===== src/rtl/ysyx_23060240_lsu_pkg.sv =====
// Shared definitions for the LSU load path: funct3 codes, FSM encoding, AXI response codes.
package ysyx_23060240_lsu_pkg;

    localparam logic [2:0] F3_LB  = 3'b000;
    localparam logic [2:0] F3_LH  = 3'b001;
    localparam logic [2:0] F3_LW  = 3'b010;
    localparam logic [2:0] F3_LBU = 3'b100;
    localparam logic [2:0] F3_LHU = 3'b101;

    localparam logic [1:0] AXI_RESP_OKAY = 2'b00;

    typedef enum logic [1:0] {
        ST_IDLE = 2'b00,
        ST_AR   = 2'b01,
        ST_R    = 2'b10,
        ST_RESP = 2'b11
    } lsu_rd_state_t;

    // Only the explicitly sized loads can be misaligned; byte loads never are.
    function automatic logic is_misaligned(input logic [2:0] funct3, input logic [1:0] off);
        logic mis;
        mis = 1'b0;
        if ((funct3 == F3_LH || funct3 == F3_LHU) && off[0])
            mis = 1'b1;
        if (funct3 == F3_LW && off != 2'b00)
            mis = 1'b1;
        return mis;
    endfunction

endpackage


===== src/rtl/ysyx_23060240_load_extend.sv =====
// Picks the addressed byte/half/word out of a 32-bit read beat and sign/zero-extends it.
module ysyx_23060240_load_extend
    import ysyx_23060240_lsu_pkg::*;
#(
    parameter int DATA_W = 32
) (
    input  logic [DATA_W-1:0] rdata,
    input  logic [1:0]        off,
    input  logic [2:0]        funct3,
    output logic [DATA_W-1:0] data
);

    logic [7:0]  byte_sel;
    logic [15:0] half_sel;

    always_comb begin
        byte_sel = rdata[{off, 3'b000} +: 8];
        half_sel = rdata[{off[1], 4'b0000} +: 16];
        case (funct3)
            F3_LB:   data = {{24{byte_sel[7]}}, byte_sel};
            F3_LH:   data = {{16{half_sel[15]}}, half_sel};
            F3_LBU:  data = {24'h000000, byte_sel};
            F3_LHU:  data = {16'h0000, half_sel};
            default: data = rdata;
        endcase
    end

endmodule


===== src/rtl/ysyx_23060240_lsu_axi_rd_master.sv =====
// Single-outstanding AXI4-Lite read initiator for LSU loads.
//   state   | meaning
//   IDLE    | waiting for a load request (req_ready high)
//   AR      | address beat presented, waiting for arready
//   R       | rready high, waiting for the read data beat
//   RESP    | result presented to the consumer, waiting for resp_ready
module ysyx_23060240_lsu_axi_rd_master
    import ysyx_23060240_lsu_pkg::*;
#(
    parameter int ADDR_W = 32,
    parameter int DATA_W = 32
) (
    input  logic              clk,
    input  logic              rst,
    input  logic              req_valid,
    output logic              req_ready,
    input  logic [ADDR_W-1:0] req_addr,
    input  logic [2:0]        req_funct3,
    output logic              resp_valid,
    input  logic              resp_ready,
    output logic [DATA_W-1:0] resp_data,
    output logic              resp_err,
    output logic [ADDR_W-1:0] m_araddr,
    output logic              m_arvalid,
    input  logic              m_arready,
    input  logic              m_rvalid,
    output logic              m_rready,
    input  logic [DATA_W-1:0] m_rdata,
    input  logic [1:0]        m_rresp
);

    lsu_rd_state_t     state, state_d;
    logic [1:0]        off, off_d;
    logic [2:0]        funct3, funct3_d;
    logic [ADDR_W-1:0] araddr_d;
    logic              arvalid_d, rready_d, resp_valid_d, resp_err_d;
    logic [DATA_W-1:0] resp_data_d, ext_data;

    ysyx_23060240_load_extend #(.DATA_W(DATA_W)) u_load_extend (
        .rdata  (m_rdata),
        .off    (off),
        .funct3 (funct3),
        .data   (ext_data)
    );

    // Gated by rst so nothing is accepted while reset is held.
    assign req_ready = rst && (state == ST_IDLE);

    always_comb begin
        state_d      = state;
        off_d        = off;
        funct3_d     = funct3;
        araddr_d     = m_araddr;
        arvalid_d    = m_arvalid;
        rready_d     = m_rready;
        resp_valid_d = resp_valid;
        resp_data_d  = resp_data;
        resp_err_d   = resp_err;
        case (state)
            ST_IDLE: begin
                if (req_valid) begin
                    off_d    = req_addr[1:0];
                    funct3_d = req_funct3;
                    araddr_d = {req_addr[ADDR_W-1:2], 2'b00};
                    if (is_misaligned(req_funct3, req_addr[1:0])) begin
                        state_d      = ST_RESP;
                        resp_valid_d = 1'b1;
                        resp_data_d  = '0;
                        resp_err_d   = 1'b1;
                    end else begin
                        state_d   = ST_AR;
                        arvalid_d = 1'b1;
                    end
                end
            end
            ST_AR: begin
                if (m_arready) begin
                    arvalid_d = 1'b0;
                    rready_d  = 1'b1;
                    state_d   = ST_R;
                end
            end
            ST_R: begin
                if (m_rvalid) begin
                    rready_d     = 1'b0;
                    resp_valid_d = 1'b1;
                    resp_data_d  = ext_data;
                    resp_err_d   = (m_rresp != AXI_RESP_OKAY);
                    state_d      = ST_RESP;
                end
            end
            ST_RESP: begin
                if (resp_ready) begin
                    resp_valid_d = 1'b0;
                    state_d      = ST_IDLE;
                end
            end
            default: state_d = ST_IDLE;
        endcase
    end

    always_ff @(posedge clk or negedge rst) begin
        if (!rst) begin
            state      <= ST_IDLE;
            off        <= 2'b00;
            funct3     <= 3'b000;
            m_araddr   <= '0;
            m_arvalid  <= 1'b0;
            m_rready   <= 1'b0;
            resp_valid <= 1'b0;
            resp_data  <= '0;
            resp_err   <= 1'b0;
        end else begin
            state      <= state_d;
            off        <= off_d;
            funct3     <= funct3_d;
            m_araddr   <= araddr_d;
            m_arvalid  <= arvalid_d;
            m_rready   <= rready_d;
            resp_valid <= resp_valid_d;
            resp_data  <= resp_data_d;
            resp_err   <= resp_err_d;
        end
    end

endmodule


===== config.mk =====
export PLATFORM = sky130hd
export DESIGN_NAME = ysyx_23060240_lsu_axi_rd_master
export DESIGN_NICKNAME = d
export VERILOG_FILES = /design/src/rtl/ysyx_23060240_lsu_pkg.sv /design/src/rtl/ysyx_23060240_load_extend.sv /design/src/rtl/ysyx_23060240_lsu_axi_rd_master.sv
export SDC_FILE = /design/constraint.sdc
export NUM_CORES = 1
export LEC_CHECK = 0
export ABC_AREA = 1
export CAP_MARGIN = 30
export CORE_ASPECT_RATIO = 1.75
export CORE_UTILIZATION = 41
export DETAILED_ROUTE_END_ITERATION = 10
export HOLD_SLACK_MARGIN = 0.1
export PLACE_DENSITY_LB_ADDON = 0.25
export SYNTH_ARGS = -nofsm -noshare
export SYNTH_HDL_FRONTEND = slang
export SYNTH_SLANG_ARGS = --single-unit

===== constraint.sdc =====
create_clock -name clk -period 4.48 [get_ports clk]
set_clock_uncertainty 0.05 [all_clocks]
set_input_delay 1.344 -clock clk [delete_from_list [all_inputs] [get_ports clk]]
set_output_delay 1.344 -clock clk [all_outputs]
set_load 0.01 [all_outputs]

# Word-level counts from Yosys, hierarchy flattened
# Cells that the tools add are included.
[op_classes]
n_reduce_logical = 18
magnitude_cmp = 0
n_shift = 2
n_eq_ne = 15
div_mod_pow = 0
add_sub_neg = 0
bitwise = 0
n_mux = 29
multipliers = 0
[op_table]
columns = ["operator", "n"]
rows = [
  ["32-bit one-hot mux with 4 select lines", 1],
  ["32-bit 2-to-1 mux", 3],
  ["32-bit one-hot mux with 2 select lines", 1],
  ["32-bit by 6-bit variable part select with 16-bit output", 1],
  ["32-bit by 6-bit variable part select with 8-bit output", 1],
  ["1-bit 2-to-1 mux", 14],
  ["4-bit AND reduction", 3],
  ["2-bit 2-to-1 mux", 5],
  ["2-bit inequality test (second input constant)", 5],
  ["2-bit nonzero test", 5],
  ["3-bit equality test (second input constant)", 3],
  ["2-bit one-hot mux with 4 select lines", 1],
  ["3-bit by 1-bit equality test with 1-bit output (second input constant)", 2],
  ["1-bit one-hot mux with 2 select lines", 3],
  ["5-bit AND reduction", 1],
  ["2-bit equality test (second input constant)", 2],
  ["3-bit by 2-bit equality test with 1-bit output (second input constant)", 1],
  ["1-bit logical AND", 3],
  ["3-bit zero test", 1],
  ["1-bit one-hot mux with 3 select lines", 1],
  ["3-bit AND reduction", 1],
  ["3-bit nonzero test", 1],
  ["2-bit by 1-bit equality test with 1-bit output (second input constant)", 1],
  ["2-bit zero test", 1],
  ["other kinds (3)", 3],
]
[totals]
ramBits = 0
regBits = 73
romBits = 0
wordCells = 73
mem_count = 0
latchBits = 0

# Longest topological paths before layout
[logic_depth]
word_depth = 10
ltp_mapped = 11
ltp_nobuf = 9

# Modules after synthesis
# Synthesis repeated with hierarchy kept, for this count alone.
[unflattened]
cells_unflattened = 500
hier_area_um2 = 4085.2
[modules_own_cells]
columns = ["module", "cells_each", "instances", "area_per_inst_um2"]
rows = [
  ["ysyx_23060240_lsu_axi_rd_master", 298, 1, 3153.0],
  ["ysyx_23060240_load_extend", 202, 1, 932.1],
]

# Worst setup path before layout
# No wires, ideal clock.
[synth_path]
path_kind = "input-to-output"
start = "input port rst"
end = "output port req_ready"
path_slack_ns = 1.619
n_path_buf = 0
t_arrival_ns = 1.467
stages = 2
path_cell_list = "nand2_1 inv_1"
[synth_between]
elab_chain_len = 1
[synth_lines]
columns = ["item", "line_no", "text"]
rows = [
  ["start: declaration", "ysyx_23060240_lsu_axi_rd_master.sv:14", "input logic rst,"],
  ["1-bit logical AND", "ysyx_23060240_lsu_axi_rd_master.sv:47", "assign req_ready = rst && (state == ST_IDLE);"],
  ["end: declaration", "ysyx_23060240_lsu_axi_rd_master.sv:16", "output logic req_ready,"],
]
# No other way between the ends.

# Worst setup path in the final report
# Same ends and word-level chain as after synthesis.

==> results.yml <==
clocking:
  root_buffer: "clkbuf_16"
  clk_latency_ns: 0.33
  clock_path_buffers: 2
  htree_levels: 3
  numCtsBuffers: 9
  cts.sinks: 73
  cts_tree: "built"
  path_clk_slew_ns: 0.06
  hold_buffers: 0
  postCtsSetupBuffers: 0
  post_cts_resized: 0
critical_path:
  worst_path_dominant_cell_family: "buffers and inverters"
  path_buf_inv: 3
  max_stage_delay_ns: 0.53
  critPathCaptureType: "output port"
  slowest_stage: "clkdlybuf4s50_1"
  cp_cell_sequence: "buf_4 -> nand2_1 -> inv_1 -> clkdlybuf4s50_1"
  reg2reg_depth: 5
  cp_max_fo: 2
  cp-start-kind: "primary input"
  path_class: "primary input to output port"
  path_depth: 4
  arrival_ns: 2.06
  crit_required_ns: 3.09
drt:
  firstDrtPassIters: 4
  vias_per_cell: 4.95
  route.detailed.drc: 0
  routedWlPerCell_um: 14.3
  vias: 3497
  drtIter0Drc: 272
  drt_wl_total_um: 10100
  drt.antenna.violating_nets: 0
synthesis:
  yosysMostFrequentCell: "nand2_1"
  ys.warnings.count: 0
  synth_ff_type: "dfrtp_1"
  synth_area_leader_cell: "dfrtp_1"
  synthCells: 448
  synthArstFlopShare: 1.00
  synthTopCellsByCount: "131 x nand2_1, 73 x dfrtp_1, 50 x o21ai_0"
  avgSynthCellArea_um2: 8.44
  synth_edf_count: 0
  synth_top_area_frac: 0.483
  ys_seq_elements: 73
  netlist_area_um2: 3780
  synth_area_leaders: "dfrtp_1 48%, nand2_1 13%, mux2_2 9.2%"
  yosys.cell_types.count: 24
  seq_area_frac_synth: 0.483
timing:
  hold-worst-slack_ns: 0.426
  period_minus_slack_ns: 3.46
  period_share: 0.772
  fmax_mhz: 289
  setup_ws_ns: 1.02
  tightest_slew_ns: 0.930
  relSlewSlack: 0.380
  hold_viol_final: 0
  setup_tns_ns: 0
  setup_viol_count_final: 0
  slew_violations: 0
  rsz0062_at_grt: "no"
pwr:
  power_mw: 3.89
  leakage_nw: 2.55
  power.density_nw_per_um2: 701
  vdd_drop_max_uv: 404
finish:
  fin_nets: 662
  nFillCells: 821
  seq_area_um2: 1830
  final_cells: 707
  multi_input_area_um2: 1670
  syn_to_final_growth_pct: 46.9
  utilization: 0.619
  drive_gt1_frac: 0.114
  design_area_um2: 5550
  antenna_cells: 0
die:
  die_h_um: 129
  row_count: 46
  num_io_pins: 144
  initial_core_util: 0.421
  die_w_um: 74.6
  fp.coreArea_um2: 8980
  die_area_um2: 9620
global_route:
  grt-ovfl-total: 0
  grt_pass1_wl_um: 16300
  globalRouteTotalUtil: 0.225
  grt_max_degree: 74
  grt_pass1_vias: 3610
  antenna_found_initial: 0
place:
  dp_cells: 691
  gp_congestion: 0.818
  pre_cts_slack_ns: 1.01
  place_area_um2: 5230
  hpwl_um: 7460
  io_buffers: 141
hold_path:
  min_path_type: "flop to flop"
  hold_depth: 2
status:
  status: "finished, final reports clean"
job:
  maxCapViolCount: 0
[final cells by class]
| cell class | instances | area share |
|---|---|---|
| Multi-Input combinational cell | 317 | 0.301 |
| Timing Repair Buffer | 147 | 0.262 |
| Tap cell | 120 | 0.0270 |
| Clock buffer | 12 | 0.0444 |
| Sequential cell | 73 | 0.329 |
| Inverter | 34 | 0.0230 |
| Clock inverter | 4 | 0.0137 |
[per-layer routing]
metal	vias up	GRT usage	share of wire
met2	116	0.403	0.53
met3	21	0.0645	0.064
met4	0	0.0999	0.029
met5	-	0	0
met1	1659	0.236	0.37
li1	1701	-	-
[final timing paths]
| path | startpoint | to | slack (ns) |
|---|---|---|---|
| worst max-delay path | rst | req_ready | 1.02 |
| worst min-delay path | m_arvalid | m_arvalid | 0.43 |
| worst max register to register | state[0] | m_araddr[17] | 2.43 |
| worst min register to register | m_arvalid | m_arvalid | 0.43 |
| max in group asynchronous | rst | funct3[1] | 2.58 |
| min in group asynchronous | rst | m_araddr[19] | 1.20 |
[cell families (layout without fill, tap and decap cells)]
kind of cell / after synthesis / count (layout) / synth area share
buffers and inverters: 59 / 197 / 0.0758
adder cells (fa/ha/maj): 5 / 5 / 0.0166
multiplexers: 31 / 31 / 0.0924
flip-flops: 73 / 73 / 0.483
AO/OA/AOI/OAI: 71 / 71 / 0.0940
AND/OR/NAND/NOR: 208 / 208 / 0.237
other: 1 / 2 / 0.000992
[cells in the final DEF, fill, tap and decap left out, drive strengths merged]
cell,count
clkdlybuf4s50,140
nand2,132
dfrtp,73
o21ai,63
inv,34
nor2,34
mux2,31
nand3,26
clkbuf,12
and2,8
a21oi,8
buf,7
ha,5
or2,3
nand3b,2
nor3,2
conb,2
bufinv,2
nand4,1
clkinv,1
clkinvlp,1
[report_power, final]
group	leakage, nW	switching (mW)	internal, mW
registers	0.919	0.199	0.958
clock network	0.153	0.274	0.504
logic	1.47	1.01	0.948
[sequential cells by signal (all words and copies together) (netlist names)]
name,count
funct3,3
m_araddr,30
m_arvalid,1
m_rready,1
off,2
resp_data,32
resp_err,1
resp_valid,1
state,2
[tightest hold or removal path: cells and delay by family (launching register included)]
kind,cells,cell delay (ns)
simple gates,2,0.10
flops,1,0.34
Note: power is estimated with default switching activity, not from simulation.
